$ cat src/rtl/bus_pkg.sv
// Shared definitions for the memory bus arbiter and its helpers:
// FSM state encoding, bus owner encoding, default widths and a counter-width helper.
package bus_pkg;

  localparam int unsigned BUS_ADDR_WIDTH     = 32;
  localparam int unsigned BUS_DATA_WIDTH     = 32;
  localparam int unsigned BUS_MAX_WAIT       = 8;
  localparam int unsigned BUS_TIMEOUT_CYCLES = 256;

  typedef enum logic [1:0] {
    IDLE    = 2'd0,
    BUSY_IF = 2'd1,
    BUSY_D  = 2'd2
  } bus_state_e;

  // Which requester currently owns the memory, for debug views of the arbiter.
  typedef enum logic [1:0] {
    OWNER_NONE = 2'd0,
    OWNER_IF   = 2'd1,
    OWNER_D    = 2'd2
  } bus_owner_e;

  // Map an FSM state to the requester that owns the bus in that state.
  function automatic bus_owner_e state_owner(input bus_state_e st);
    bus_owner_e own;
    case (st)
      BUSY_IF: own = OWNER_IF;
      BUSY_D:  own = OWNER_D;
      default: own = OWNER_NONE;
    endcase
    return own;
  endfunction

  // Number of bits needed to hold values 0..max_val (at least one bit).
  function automatic int unsigned cnt_width(input int unsigned max_val);
    int unsigned w;
    if (max_val < 32'd2) begin
      w = 32'd1;
    end else begin
      w = $clog2(max_val + 32'd1);
    end
    return w;
  endfunction

endpackage

$ cat src/rtl/bus_timeout_counter.sv
// Loadable down-counter with enable, clear and an expired flag.
// Load a cycle budget minus one; expired is high once the count has reached zero.
module bus_timeout_counter #(
  parameter int unsigned WIDTH = 8
) (
  input  logic             clk,
  input  logic             reset,
  input  logic             clr,
  input  logic             load,
  input  logic [WIDTH-1:0] load_val,
  input  logic             en,
  output logic             expired
);

  logic [WIDTH-1:0] count_q;
  logic [WIDTH-1:0] count_d;

  // Next count: clear beats load, load beats decrement, and the count stops at zero.
  always_comb begin
    count_d = count_q;
    if (clr) begin
      count_d = {WIDTH{1'b0}};
    end else if (load) begin
      count_d = load_val;
    end else if (en && (count_q != {WIDTH{1'b0}})) begin
      count_d = count_q - WIDTH'(1);
    end else begin
      count_d = count_q;
    end
  end

  // Count register with synchronous reset.
  always_ff @(posedge clk) begin
    if (reset) begin
      count_q <= {WIDTH{1'b0}};
    end else begin
      count_q <= count_d;
    end
  end

  assign expired = (count_q == {WIDTH{1'b0}});

endmodule

$ cat src/rtl/memory_bus_arbiter.sv
// Arbiter sharing one single-port memory between the instruction-fetch bus and
// the data bus. Data wins by default; a wait counter forces a starved fetch through,
// and a timeout aborts transactions the memory never completes.
module memory_bus_arbiter
  import bus_pkg::*;
#(
  parameter int unsigned ADDR_WIDTH     = BUS_ADDR_WIDTH,
  parameter int unsigned DATA_WIDTH     = BUS_DATA_WIDTH,
  parameter int unsigned MAX_WAIT       = BUS_MAX_WAIT,
  parameter int unsigned TIMEOUT_CYCLES = BUS_TIMEOUT_CYCLES
) (
  input  logic                  clk,
  input  logic                  reset,
  input  logic                  if_req,
  input  logic [ADDR_WIDTH-1:0] if_addr,
  output logic                  if_rsp,
  output logic [DATA_WIDTH-1:0] if_rdata,
  input  logic                  d_read,
  input  logic                  d_write,
  input  logic [ADDR_WIDTH-1:0] d_addr,
  input  logic [DATA_WIDTH-1:0] d_wdata,
  output logic                  d_rsp,
  output logic [DATA_WIDTH-1:0] d_rdata,
  output logic                  mem_read,
  output logic                  mem_write,
  output logic [ADDR_WIDTH-1:0] mem_addr,
  output logic [DATA_WIDTH-1:0] mem_wdata,
  input  logic [DATA_WIDTH-1:0] mem_rdata,
  input  logic                  mem_rsp,
  output logic                  bus_error
);

  localparam int unsigned WW = cnt_width(MAX_WAIT);
  localparam int unsigned TW = cnt_width((TIMEOUT_CYCLES > 32'd0) ? (TIMEOUT_CYCLES - 32'd1) : 32'd0);
  localparam logic [WW-1:0] WAIT_LIMIT   = WW'(MAX_WAIT);
  localparam logic [TW-1:0] TIMEOUT_LOAD = TW'((TIMEOUT_CYCLES > 32'd0) ? (TIMEOUT_CYCLES - 32'd1) : 32'd0);
  localparam bit            STARVE_EN    = (MAX_WAIT != 32'd0);
  localparam bit            TIMEOUT_EN   = (TIMEOUT_CYCLES != 32'd0);

  bus_state_e            state_q,     state_d;
  logic                  mem_read_q,  mem_read_d;
  logic                  mem_write_q, mem_write_d;
  logic [ADDR_WIDTH-1:0] mem_addr_q,  mem_addr_d;
  logic [DATA_WIDTH-1:0] mem_wdata_q, mem_wdata_d;
  logic                  if_rsp_q,    if_rsp_d;
  logic [DATA_WIDTH-1:0] if_rdata_q,  if_rdata_d;
  logic                  d_rsp_q,     d_rsp_d;
  logic [DATA_WIDTH-1:0] d_rdata_q,   d_rdata_d;
  logic                  bus_error_q, bus_error_d;
  logic [WW-1:0]         wait_cnt_q,  wait_cnt_d;

  logic d_req;
  logic starve;
  logic grant_d;
  logic grant_if;
  logic busy;
  logic to_expired;
  logic timeout_hit;
  logic to_load;
  logic to_en;
  logic to_clr;

  // Arbitration: data wins unless the fetch side has waited its allowance.
  assign d_req       = d_read | d_write;
  assign starve      = STARVE_EN && if_req && (wait_cnt_q >= WAIT_LIMIT);
  assign grant_d     = (state_q == IDLE) && d_req && !starve;
  assign grant_if    = (state_q == IDLE) && !grant_d && if_req;
  assign busy        = (state_q == BUSY_IF) || (state_q == BUSY_D);

  // The timeout counter is armed at every grant and ticks while waiting for mem_rsp;
  // a response in the expiring cycle still counts as a normal completion.
  assign to_load     = grant_d || grant_if;
  assign to_en       = busy && !mem_rsp;
  assign timeout_hit = TIMEOUT_EN && busy && to_expired && !mem_rsp;
  assign to_clr      = busy && (mem_rsp || timeout_hit);

  bus_timeout_counter #(
    .WIDTH (TW)
  ) u_timeout (
    .clk      (clk),
    .reset    (reset),
    .clr      (to_clr),
    .load     (to_load),
    .load_val (TIMEOUT_LOAD),
    .en       (to_en),
    .expired  (to_expired)
  );

  // Fetch starvation counter: counts cycles a fetch is held off by data traffic.
  always_comb begin
    wait_cnt_d = wait_cnt_q;
    if (!if_req) begin
      wait_cnt_d = {WW{1'b0}};
    end else if (grant_if) begin
      wait_cnt_d = {WW{1'b0}};
    end else if (grant_d || (state_q == BUSY_D)) begin
      if (wait_cnt_q < WAIT_LIMIT) begin
        wait_cnt_d = wait_cnt_q + WW'(1);
      end else begin
        wait_cnt_d = wait_cnt_q;
      end
    end else begin
      wait_cnt_d = wait_cnt_q;
    end
  end

  // FSM next state and next values of all registered outputs.
  always_comb begin
    state_d     = state_q;
    mem_read_d  = mem_read_q;
    mem_write_d = mem_write_q;
    mem_addr_d  = mem_addr_q;
    mem_wdata_d = mem_wdata_q;
    if_rsp_d    = 1'b0;
    if_rdata_d  = if_rdata_q;
    d_rsp_d     = 1'b0;
    d_rdata_d   = d_rdata_q;
    bus_error_d = 1'b0;
    case (state_q)
      IDLE: begin
        if (grant_d) begin
          state_d    = BUSY_D;
          mem_addr_d = d_addr;
          if (d_write) begin
            mem_read_d  = 1'b0;
            mem_write_d = 1'b1;
            mem_wdata_d = d_wdata;
          end else begin
            mem_read_d  = 1'b1;
            mem_write_d = 1'b0;
          end
        end else if (grant_if) begin
          state_d     = BUSY_IF;
          mem_addr_d  = if_addr;
          mem_read_d  = 1'b1;
          mem_write_d = 1'b0;
        end else begin
          state_d     = IDLE;
          mem_read_d  = 1'b0;
          mem_write_d = 1'b0;
        end
      end
      BUSY_IF: begin
        if (mem_rsp) begin
          state_d     = IDLE;
          mem_read_d  = 1'b0;
          mem_write_d = 1'b0;
          if_rsp_d    = 1'b1;
          if_rdata_d  = mem_rdata;
        end else if (timeout_hit) begin
          state_d     = IDLE;
          mem_read_d  = 1'b0;
          mem_write_d = 1'b0;
          if_rsp_d    = 1'b1;
          if_rdata_d  = {DATA_WIDTH{1'b0}};
          bus_error_d = 1'b1;
        end else begin
          state_d     = BUSY_IF;
        end
      end
      BUSY_D: begin
        if (mem_rsp) begin
          state_d     = IDLE;
          mem_read_d  = 1'b0;
          mem_write_d = 1'b0;
          d_rsp_d     = 1'b1;
          if (mem_read_q) begin
            d_rdata_d = mem_rdata;
          end else begin
            d_rdata_d = d_rdata_q;
          end
        end else if (timeout_hit) begin
          state_d     = IDLE;
          mem_read_d  = 1'b0;
          mem_write_d = 1'b0;
          d_rsp_d     = 1'b1;
          d_rdata_d   = {DATA_WIDTH{1'b0}};
          bus_error_d = 1'b1;
        end else begin
          state_d     = BUSY_D;
        end
      end
      default: begin
        state_d     = IDLE;
        mem_read_d  = 1'b0;
        mem_write_d = 1'b0;
      end
    endcase
  end

  // State and output registers; reset drops any in-flight command without a response.
  always_ff @(posedge clk) begin
    if (reset) begin
      state_q     <= IDLE;
      mem_read_q  <= 1'b0;
      mem_write_q <= 1'b0;
      mem_addr_q  <= {ADDR_WIDTH{1'b0}};
      mem_wdata_q <= {DATA_WIDTH{1'b0}};
      if_rsp_q    <= 1'b0;
      if_rdata_q  <= {DATA_WIDTH{1'b0}};
      d_rsp_q     <= 1'b0;
      d_rdata_q   <= {DATA_WIDTH{1'b0}};
      bus_error_q <= 1'b0;
      wait_cnt_q  <= {WW{1'b0}};
    end else begin
      state_q     <= state_d;
      mem_read_q  <= mem_read_d;
      mem_write_q <= mem_write_d;
      mem_addr_q  <= mem_addr_d;
      mem_wdata_q <= mem_wdata_d;
      if_rsp_q    <= if_rsp_d;
      if_rdata_q  <= if_rdata_d;
      d_rsp_q     <= d_rsp_d;
      d_rdata_q   <= d_rdata_d;
      bus_error_q <= bus_error_d;
      wait_cnt_q  <= wait_cnt_d;
    end
  end

  assign mem_read  = mem_read_q;
  assign mem_write = mem_write_q;
  assign mem_addr  = mem_addr_q;
  assign mem_wdata = mem_wdata_q;
  assign if_rsp    = if_rsp_q;
  assign if_rdata  = if_rdata_q;
  assign d_rsp     = d_rsp_q;
  assign d_rdata   = d_rdata_q;
  assign bus_error = bus_error_q;

endmodule

$ cat config.mk
export PLATFORM = sky130hd
export DESIGN_NAME = memory_bus_arbiter
export DESIGN_NICKNAME = d
export VERILOG_FILES = /design/src/rtl/bus_pkg.sv /design/src/rtl/bus_timeout_counter.sv /design/src/rtl/memory_bus_arbiter.sv
export SDC_FILE = /design/constraint.sdc
export NUM_CORES = 1
export LEC_CHECK = 0
export CORE_MARGIN = 5
export CORE_UTILIZATION = 39
export CTS_BUF_LIST = sky130_fd_sc_hd__clkbuf_4
export CTS_CLUSTER_DIAMETER = 40
export DETAILED_ROUTE_END_ITERATION = 8
export GPL_TIMING_DRIVEN = 0
export PLACE_DENSITY = 0.83
export SYNTH_ARGS = -nofsm -noshare
export SYNTH_HDL_FRONTEND = slang
export SYNTH_SLANG_ARGS = --single-unit
$ cat constraint.sdc
create_clock -name clk -period 1.9 [get_ports clk]
set_input_delay 0.38 -clock clk [delete_from_list [all_inputs] [get_ports clk]]
set_output_delay 0.38 -clock clk [all_outputs]
set_load 0.01 [all_outputs]
==> flow_summary.yaml <==
drt:
  drt-initial-drc-count: 301
  via_per_inst: 5.10
  avgRoutedWirePerCell_um: 17.0
  vias: 5921
  postRouteAntennaNets: 0
  drtPass1Iterations: 5
  drc_errors: 0
  drt_wl_total_um: 19700
place:
  dpl_cell_area_um2: 8660
  gp_congestion: 0.896
  place_ws_ns: -0.607
  hpwl_um: 15100
  port_buffers: 265
logic_synthesis:
  syn_area_um2: 5780
  synth_adder_area_share_pct: 1.73
  muxShareOfSynthArea_pct: 6.41
  yosysTopAreaCell: "dfxtp_1"
  synth-edff-count: 0
  yosysSeqAreaShare_pct: 50.9
  synthCells: 677
  synth-xor-area-share_pct: 0.455
  async_reset_ff_share_pct: 0
  synth_top_family_by_area: "compound AO/OA/AOI/OAI gates"
  ys_top_cells_by_count: "dfxtp_1, nand2_1, a21oi_1"
  yosys_warnings: 0
  synth_nets: 819
  yosysMostFrequentCell: "dfxtp_1"
  synth.avg_cell_area_um2: 8.54
  yosys.area.top_type_share_pct: 50.9
  yosys.area_share.simple_pct: 14.0
  ys_ff_latch: 147
  synthDistinctLibCells: 38
  ys.flop_type: "dfxtp_1"
  synth-compound-area-share_pct: 21.4
  synthTopCellsByArea: "dfxtp_1, a21oi_1, nand2_1"
critical_path:
  path_max_fanout: 2
  cp_num_buf_inv: 1
  rr_worst_depth: 6
  crit_chain: "clkdlybuf4s50_1"
  worstPathRequired_ns: 1.52
  cp_slowest_cell: "clkdlybuf4s50_1"
  startpoint: "if_rdata[8]"
  crit_end: "if_rdata[8]"
  reg2reg_slack_ns: 0.09
  r2r-end: "u_timeout.count_q[7]"
  cp_slowest_stage_delay_ns: 0.54
  cp.depth: 1
  r2r_start: "state_q[0]"
  end_kind: "output pin"
  cp.arrival_ns: 1.45
  crit_family: "buffers and inverters"
  critical_path.startpoint_type: "register"
  worstSetupPathType: "register to output pin"
power_and_ir_drop:
  total_power_uw: 7480
  power_density_nw_per_um2: 805
  ir_worst_vdd_mv: 0.457
  static-leakage-power_uw: 0.00469
grt:
  grt_pass1_vias: 5734
  grt_max_degree: 17
  track_usage_pct: 21.5
  antenna_found_initial: 1
  grt_pass1_wl_um: 30100
  grt_overflow: 0
timing:
  relSlewSlack_pct: 37.3
  fin_ws_ns: 0.0691
  setup-violations-final: 0
  setup_tns_ns: 0
  fin_crit_sh_pct: 96.4
  hold_slack_ns: 0.365
  fmax_mhz: 546
  hold_violations: 0
  finClkSkew_ns: 0.0246
  period_needed_ns: 1.83
  slew_violations: 0
  worstMarginPinSlew_ns: 0.933
clock_tree:
  cts.clk_slew.worst_paths_ns: 0.13
  cts_tree: "built"
  cts-root-buf: "clkbuf_4"
  clock_latency_ns: 0.54
  clock_sinks: 147
  htreeDepth: 4
  clock_path_buffers: 2
  cts_buffers: 17
floorplanning:
  io_pins: 267
  num_rows: 44
  core-area_um2: 14500
  die_area_um2: 17400
  fp.dieW_um: 132
  start_util_pct: 39.8
  die_y_um: 132
finish:
  ff_latch_area_um2: 2950
  nNetsFinal: 1105
  fill_cells: 1222
  design_area_um2: 9290
  multi_input_area_um2: 2620
  drive_above_1_share_pct: 7.48
  area_growth_pct: 60.7
worst_hold_path:
  hp-start: "d_wdata[27]"
  hold_class: "primary input to register"
job:
  drv_cap: 0
run_status:
  status: "complete, no violations"
state kept, by name, indices dropped and copies added, names as in the netlist:
register and flops:
if_rsp 1, mem_read 1, mem_write 1, mem_wdata 32, bus_error 1, if_rdata 32
d_rsp 1, wait_cnt_q 4, mem_addr 32, d_rdata 32, u_timeout.count_q 8, state_q 2
tightest hold or removal path, cell delays in order:
cell and delay, ns:
clkdlybuf4s50_1 0.39, nand2_1 0.05, a21oi_1 0.05
worst min path at each step:
stage / depth (start not counted) / slack, ns / end
2_1_floorplan: 2 / 0.48 / mem_wdata[0]
3_3_place_gp: 2 / 0.44 / mem_wdata[5]
3_5_place_dp: 2 / 0.45 / mem_wdata[8]
4_1_cts: 3 / 0.31 / mem_wdata[5]
5_1_grt: 3 / 0.31 / mem_wdata[30]
6_report: 3 / 0.37 / mem_wdata[27]
cell type report:
cell class	instances	share of cell area, %
multi-input cells	466	28.1
clock buffers	17	1.37
inverters	12	0.485
repair buffers	267	30.8
well taps	184	2.48
diodes	1	0.0269
flip-flops and latches	147	31.8
clock inverters	15	1.91
plain buffers	52	3.02
layout by cell type, fill, tap and decap left out, types with 20 or more instances in the layout:
cell type        count
dfxtp_1            141
dlymetal6s2s_1      81
nor2_1              41
a21oi_1            105
o21ai_1             20
nand2_1            133
clkdlybuf4s50_1    177
clkbuf_1            23
o21ai_0             46
mux2i_1             37
a211oi_1            35
routing by layer:
metal	GRT usage, %	part of all wire [%]	vias up
li1	-	-	2921
met1	24.4	38	2683
met2	36.5	49	278
met3	7.90	9.8	39
met4	9.09	2.8	0
met5	0	0	-
kinds of logic after synthesis:
kind of cell               count (synthesis)
AOI/OAI and AO/OA                        222
and+or+nand+nor                          196
DFF                                      147
buffers and inverters                     64
muxes                                     37
adders and majority gates                  8
xor gates and xnor gates                   3
per-stage QoR:
| stage | util, % | cells |
|---|---|---|
| 2_1_floorplan | - | 677 |
| 3_3_place_gp | 59.6 | 1126 |
| 3_5_place_dp | 59.6 | 1126 |
| 4_1_cts | 62.0 | 1159 |
| 5_1_grt | 63.9 | 1161 |
| 6_report | 63.9 | 1161 |
repair_timing:
item,4_1_cts,5_1_grt
pin swaps,0,1
hold buffers,0,0
resized for setup,23,118
cloned,0,0
endpoints found under the setup margin,109,200
setup buffers,1,1
report_power, final:
part           internal [uW]  total (uW)  switching [uW]
sequential              3320        3480             154
combinational            941        1890             949
clock                    929        2110            1190
total                   5190        7480            2290
No activity file was read; power rests on OpenSTA's default activity.
